### src/rtl/serial_demux_pkg.sv
// Shared definitions for the serial frame demultiplexer: FSM encoding and default field widths.
// Latency: n/a (package only).
// Backpressure: n/a (package only).
package serial_demux_pkg;

    localparam int PORT_BITS_DEF = 2;
    localparam int LEN_BITS_DEF  = 4;

    typedef enum logic [1:0] {
        ST_IDLE = 2'd0,
        ST_PORT = 2'd1,
        ST_LEN  = 2'd2,
        ST_DATA = 2'd3
    } state_t;

    // Width of a counter that must reach the larger of the two header field widths.
    function automatic int fld_cnt_width(input int a, input int b);
        fld_cnt_width = $clog2(((a > b) ? a : b) + 1);
    endfunction

endpackage

### src/rtl/serial_demux_ctrl.sv
// Frame-sequencing FSM: IDLE -> PORT -> LEN -> (DATA) -> IDLE, advancing only on enabled cycles.
// Latency: state, busy and done are registered; done appears the cycle after the final bit is sampled.
// Backpressure: none; clk_en low freezes the FSM while done still self-clears after one cycle.
module serial_demux_ctrl
    import serial_demux_pkg::*;
(
    input  logic   clk,
    input  logic   rst,
    input  logic   clk_en,
    input  logic   serin,
    input  logic   port_last,
    input  logic   len_last,
    input  logic   len_nz,
    input  logic   data_last,
    output state_t state,
    output logic   busy,
    output logic   done
);

    // State transitions with registered busy/done derived from the transition taken.
    always_ff @(posedge clk or negedge rst) begin
        if (!rst) begin
            state <= ST_IDLE;
            busy  <= 1'b0;
            done  <= 1'b0;
        end else begin
            done <= 1'b0;
            if (clk_en) begin
                case (state)
                    ST_IDLE: begin
                        if (!serin) begin
                            state <= ST_PORT;
                            busy  <= 1'b1;
                        end
                    end
                    ST_PORT: begin
                        if (port_last) begin
                            state <= ST_LEN;
                        end
                    end
                    ST_LEN: begin
                        if (len_last) begin
                            if (len_nz) begin
                                state <= ST_DATA;
                            end else begin
                                // Zero-length frame ends right after the header.
                                state <= ST_IDLE;
                                busy  <= 1'b0;
                                done  <= 1'b1;
                            end
                        end
                    end
                    ST_DATA: begin
                        if (data_last) begin
                            state <= ST_IDLE;
                            busy  <= 1'b0;
                            done  <= 1'b1;
                        end
                    end
                    default: begin
                        state <= ST_IDLE;
                        busy  <= 1'b0;
                    end
                endcase
            end
        end
    end

endmodule

### src/rtl/serial_demux_rx.sv
// Serial frame receiver: decodes start/port/length header and steers N data bits to a one-hot channel valid.
// Latency: ser_out is combinational; out_valid follows the registered state; done one cycle after the last bit.
// Backpressure: none; the bit rate is set by clk_en and all header/counter state freezes while it is low.
module serial_demux_rx
    import serial_demux_pkg::*;
#(
    parameter  int PORT_BITS = PORT_BITS_DEF,
    parameter  int LEN_BITS  = LEN_BITS_DEF,
    localparam int NUM_PORTS = 2 ** PORT_BITS
) (
    input  logic                 clk,
    input  logic                 rst,
    input  logic                 clk_en,
    input  logic                 serin,
    output logic                 ser_out,
    output logic [NUM_PORTS-1:0] out_valid,
    output logic [PORT_BITS-1:0] port_out,
    output logic [LEN_BITS-1:0]  len_out,
    output logic                 busy,
    output logic                 done
);

    localparam int FLD_W = fld_cnt_width(PORT_BITS, LEN_BITS);

    state_t               state;
    logic [FLD_W-1:0]     fld_cnt;
    logic [LEN_BITS-1:0]  data_cnt;
    logic [PORT_BITS-1:0] port_next;
    logic [LEN_BITS-1:0]  len_next;
    logic                 port_last;
    logic                 len_last;
    logic                 len_nz;
    logic                 data_last;

    assign ser_out   = serin;

    // MSB-first shift: the register value after absorbing the current serial bit.
    assign port_next = (port_out << 1) | PORT_BITS'(serin);
    assign len_next  = (len_out << 1) | LEN_BITS'(serin);

    assign port_last = (fld_cnt == FLD_W'(PORT_BITS - 1));
    assign len_last  = (fld_cnt == FLD_W'(LEN_BITS - 1));
    // Decided on the final length bit, so it must look at the value including that bit.
    assign len_nz    = |len_next;
    assign data_last = (data_cnt == LEN_BITS'(1));

    serial_demux_ctrl u_ctrl (
        .clk       (clk),
        .rst       (rst),
        .clk_en    (clk_en),
        .serin     (serin),
        .port_last (port_last),
        .len_last  (len_last),
        .len_nz    (len_nz),
        .data_last (data_last),
        .state     (state),
        .busy      (busy),
        .done      (done)
    );

    // Header capture: port/length shift registers and the shared field bit counter.
    always_ff @(posedge clk or negedge rst) begin
        if (!rst) begin
            port_out <= '0;
            len_out  <= '0;
            fld_cnt  <= '0;
        end else if (clk_en) begin
            case (state)
                ST_PORT: begin
                    port_out <= port_next;
                    fld_cnt  <= port_last ? '0 : fld_cnt + FLD_W'(1);
                end
                ST_LEN: begin
                    len_out <= len_next;
                    fld_cnt <= len_last ? '0 : fld_cnt + FLD_W'(1);
                end
                default: begin
                    fld_cnt <= '0;
                end
            endcase
        end
    end

    // Data counter: loaded with the full length on the last header bit, counts down through DATA.
    always_ff @(posedge clk or negedge rst) begin
        if (!rst) begin
            data_cnt <= '0;
        end else if (clk_en) begin
            if (state == ST_LEN && len_last) begin
                data_cnt <= len_next;
            end else if (state == ST_DATA) begin
                data_cnt <= data_cnt - LEN_BITS'(1);
            end
        end
    end

    // One-hot channel valid, asserted for the whole data phase regardless of clk_en.
    always_comb begin
        out_valid = '0;
        if (state == ST_DATA) begin
            out_valid[port_out] = 1'b1;
        end
    end

endmodule

### config.mk
export PLATFORM = sky130hd
export DESIGN_NAME = serial_demux_rx
export DESIGN_NICKNAME = d
export VERILOG_FILES = /design/src/rtl/serial_demux_pkg.sv /design/src/rtl/serial_demux_ctrl.sv /design/src/rtl/serial_demux_rx.sv
export SDC_FILE = /design/constraint.sdc
export NUM_CORES = 1
export LEC_CHECK = 0
export CORE_MARGIN = 2
export CORE_UTILIZATION = 50
export CTS_CLUSTER_SIZE = 24
export DETAILED_ROUTE_END_ITERATION = 6
export PLACE_DENSITY_LB_ADDON = 0.2
export SLEW_MARGIN = 20
export SYNTH_ARGS = -nofsm -noshare
export SYNTH_HDL_FRONTEND = slang
export SYNTH_SLANG_ARGS = --single-unit
### constraint.sdc
create_clock -name clk -period 2.9 [get_ports clk]
set_input_delay 0.58 -clock clk [delete_from_list [all_inputs] [get_ports clk]]
set_output_delay 0.58 -clock clk [all_outputs]
set_load 0.01 [all_outputs]
======== Word level (Yosys, flattened, before mapping) ========
Index checks and enable logic that the tools add are counted.
cells by class
  add/sub/neg operators ................... 2
  $mul .................................... 0
  divide/modulo/power cells ............... 0
  order comparisons ....................... 2
  equality and inequality tests ........... 11
  shift-type cells ........................ 0
  multiplexer cells ....................... 24
  bitwise logic cells ..................... 2
  reductions and logical operators ........ 11
operators by type and width
  kind                                                         count
  two-way mux 4 bit                                            3
  two-way mux 2 bit                                            5
  != test 2 bit (second input constant)                        5
  two-way mux 1 bit                                            9
  one-hot mux 2 bit (4 select lines)                           1
  two-way mux 3 bit                                            2
  one-hot mux 3 bit (2 select lines)                           1
  AND reduction 2 bit                                          3
  AND reduction 6 bit                                          1
  AND reduction 5 bit                                          1
  equality test 2 bit (second input constant)                  2
  equality test 4 x 1 -> 1 bit (second input constant)         1
  bitwise OR 4 x 1 -> 4 bit                                    1
  OR reduction 4 bit                                           1
  subtractor 4 x 1 -> 4 bit (second input constant)            1
  adder 3 x 1 -> 3 bit (second input constant)                 1
  equality test 3 x 1 -> 1 bit (second input constant)         1
  equality test 3 x 2 -> 1 bit (second input constant)         1
  less-than comparator 2 x 3 -> 1 bit (second input constant)  1
  one-hot mux 1 bit (3 select lines)                           1
  nonzero test 3 bit                                           1
  demux 1 bit (select 2 bit)                                   1
  equality test 2 x 1 -> 1 bit (second input constant)         1
  >= comparator 2 x 1 -> 1 bit (second input constant)         1
  5 further kinds                                              6
word-level totals
  register bits ........................... 17
  latch bits .............................. 0
  bits in writable memories ............... 0
  memory bits (read-only) ................. 0
  output and inout port bits .............. 13
  logic and storage cells ................. 59
  memories kept ........................... 0

======== Depth between registers and ports, before layout ========
  depth in word-level cells ............... 6
  mapped depth ............................ 7
  gate-level depth less buffers ........... 6

======== Cells and area by module ========
A second synthesis with hierarchy kept.
unflattened totals
  cells, all modules ...................... 102
  area total of the unflattened synthesis .. 1,056.0 um^2
by module, submodules not included
  module             times used  cells an instance  area each (um^2)
  serial_demux_rx    1           78                 827.0
  serial_demux_ctrl  1           24                 229.0

======== Worst setup path before layout ========
Ideal clock, no wire load.
  path type ............................... register -> output
  start point ............................. register u_ctrl.state[0]
  end point ............................... output out_valid[2]
  data arrival time ....................... 1,087 ps
  required time ........................... 2,320 ps
  slack ................................... 1,233 ps
  cell stages (with the launch flop) ...... 5
  buffers on the path ..................... 1
  cells stage by stage .................... dfrtp_1 > ha_1 > buf_2 > inv_2 > nor3b_1
on the way
  cells in the longest elaborated chain, start to end .. 2
ends and longest elaborated chain
  what                    line                     text
  start, declared         serial_demux_ctrl.sv:15  output state_t state,
  start signal, assigned  serial_demux_ctrl.sv:23  state <= ST_IDLE;
  start signal, assigned  serial_demux_ctrl.sv:32  state <= ST_PORT;
  start signal, assigned  serial_demux_ctrl.sv:38  state <= ST_LEN;
  equality test 2 bit     serial_demux_rx.sv:100   if (state == ST_DATA) begin
  two-way mux 4 bit       serial_demux_rx.sv:100
  end, declared           serial_demux_rx.sv:16    output logic [NUM_PORTS-1:0] out_valid,
Every way passes these cells.

======== Final worst setup path ========
Ends and elaborated chain as after synthesis.

==> summary.md <==
| Metric | Value |
|---|---|
| Pleak | `0.565 nW` |
| Critical Path Sink Type | `output pin` |
| Hold-fix buffers at CTS | `0` |
| Crit Path Class | `reg -> out` |
| Number of synthesized flops with an enable pin | `0` |
| Area contributors post-synth | `dfrtp_1 (40%), ha_1 (13%), mux2_2 (6.3%)` |
| CTS Root Cell | `clkbuf_4` |
| # diodes | `0` |
| Initial Util | `0.536` |
| CTS buffer count | `3` |
| Setup TNS | `0 ps` |
| TritonCTS clock tree | `yes` |
| DR WL/cell | `13.7 um` |
| Yosys top cell by area | `dfrtp_1` |
| Sequential-to-total area share from yosys stat | `0.397` |
| CTS Buffer Depth | `2` |
| Worst-path fanout max | `10` |
| Worst EP arrival | `about 2000 ps` |
| Slew Limit Fails | `0` |
| Final min period | `2600 ps` |
| Total die area | `2530 sq um` |
| Filler cell count | `181` |
| Maximum capacitance violations | `0` |
| Commonest register cell after synthesis | `dfrtp_1` |
| Clock Sinks | `17` |
| Layout overhead on the synthesized area | `18.7%` |
| Synth Register Bits | `17` |
| Asr flop ratio synth | `1.00` |
| Cells after Synth | `105` |
| Worst skew pair latency | `300 ps` |
| DR vias/cell | `about 5.4` |
| RSZ-0062 raised after global routing | `false` |
| Commonest non-fill, non-tap cell in the layout | `dfrtp_1` |
| Yosys warns | `0` |
| DRT Pass-1 Iters | `4` |
| Number of remaining DRC errors | `0` |
| Max-Slew Margin vs Limit | `0.494` |
| Global-route wire length before repair | `between 3000 and 4000 um` |
| Max rail drop VDD | `531 uV` |
| Antenna viol nets, final | `0` |
| Initial antenna violation count | `0` |
| Commonest cells after routing, fill and taps aside | `dfrtp_1 (17), clkdlybuf4s50_1 (16), ha_1 (11), inv_1 (8)` |
| Site Rows | `16` |
| Final WL | `2030 um` |
| H-tree levels | `1` |
| Share of layout cells above drive strength 1 | `0.174` |
| Final Hold Violating Endpoints | `0` |
| Die width | `about 50 um` |
| Nets | `around 140` |
| Clk_skew | `a little under 7 ps` |
| Postcts setup bufs | `0` |
| Total congestion overflow | `0` |
| Overall Power | `0.00119 W` |
| DR vias | `803` |
| Hold crit path type | `reg -> reg` |
| Outcome | `finished, final reports clean` |
| Gpl congestion | `0.775` |
| IO Count | `17` |
| Vias in the first global route | `788` |
| Startpoint types | `flip-flop` |
| Tightest Pin Transition | `756 ps` |
| F_max | `385 MHz` |
| Synthesized area | `approximately 1100 sq um` |
| Final setup viols | `0` |
| Pin count of the biggest net entering global routing | `18` |
| Clk slew on worst S/H paths | `roughly 110 ps` |
| Die Y | `roughly 50 um` |
| Tcrit/Tclk final | `0.896` |
| Non-Filler Instances | `148` |
| Core area | `2000 sq um` |
| Initial DRC Count | `7` |
| Mapped Nets | `120` |
| Dpl hpwl | `1510 um` |
| Placed insts | `between 100 and 150` |
| Count of different cell masters after synthesis | `41` |
| # port buffers | `16` |
| Post_cts resized | `0` |
| Crit path required time | `2320 ps` |
| Power per Cell Area | `939 nW/um^2` |
| Final core utilization | `0.636` |
| Total GRT Usage | `0.189` |
| Synthesized area per cell | `~10 sq um` |
| Top cell type's share of synthesized area | `0.397` |
[per-layer routing]
layer,part of all wire,track usage,wire [um],up-vias
li1,-,-,-,399
met1,0.48,0.247,976,377
met2,0.46,0.307,941,23
met3,0.044,0.0357,89,4
met4,0.012,0.0811,24,0
met5,0,0,0,-
[Yosys cell counts, drive strengths merged, types with 2 or more instances]
master  count
nor3b       2
dfrtp      17
nor2b       2
o21ai       6
buf         4
mux2        7
a21oi       6
ha         11
inv        11
a21boi      2
nand2       6
nand3       5
nor2        5
[registers in the layout, indices dropped and copies added (netlist names)]
register / count
u_ctrl.done: 1
fld_cnt: 3
u_ctrl.busy: 1
port_out: 2
len_out: 4
u_ctrl.state: 2
data_cnt: 4
[power by group]
group / switching (W) / internal (W)
logic: 0.000288 / 0.000318
clock network: 0.0000821 / 0.0000515
registers: 0.000116 / 0.000338
[final timing paths]
check	from	endpoint	slack [ps]	cells past startpoint
hold / removal	u_ctrl.busy	u_ctrl.busy	520	1
min in group asynchronous	rst	u_ctrl.busy	710	1
setup reg to reg	u_ctrl.state[0]	data_cnt[0]	1100	6
setup / recovery	u_ctrl.state[0]	out_valid[2]	300	4
max in group asynchronous	rst	len_out[3]	1710	1
hold reg to reg	u_ctrl.busy	u_ctrl.busy	520	1
[cells by family after synthesis]
| family | Yosys count | share of synthesized area |
|---|---|---|
| AOI/OAI and AO/OA | 24 | 0.159 |
| adders and majority gates | 11 | 0.128 |
| buffers and inverters | 16 | 0.0653 |
| DFF | 17 | 0.397 |
| muxes | 8 | 0.0863 |
| and+or+nand+nor | 29 | 0.165 |
[stage by stage]
step | setup slack, ps | hold WS (ps) | area [sq um]
finish | 300 | 522 | 1270
CTS | 305 | 526 | 1270
detailed placement | 557 | 501 | 1240
floorplan | 1230 | 284 | 1070
global route | 171 | 559 | 1270
global placement | 570 | 494 | 1240
[layout make-up]
class / count / area, sq um / share of cell area
multi-input combinational: 72 / 577 / 0.453
sequential: 17 / 425 / 0.334
timing repair buffer: 17 / 168 / 0.132
inverter: 11 / 41.3 / 0.0324
tap: 27 / 33.8 / 0.0265
clock buffer: 3 / 22.5 / 0.0177
clock inverter: 1 / 5.00 / 0.00393
[critical path, cell delays in order, from the launching register on]
cell,delay (ps)
dfrtp_1,440
ha_1,390
inv_2,110
nor3b_1,210
clkdlybuf4s50_1,560
Note: power is estimated with default switching activity, not from simulation.
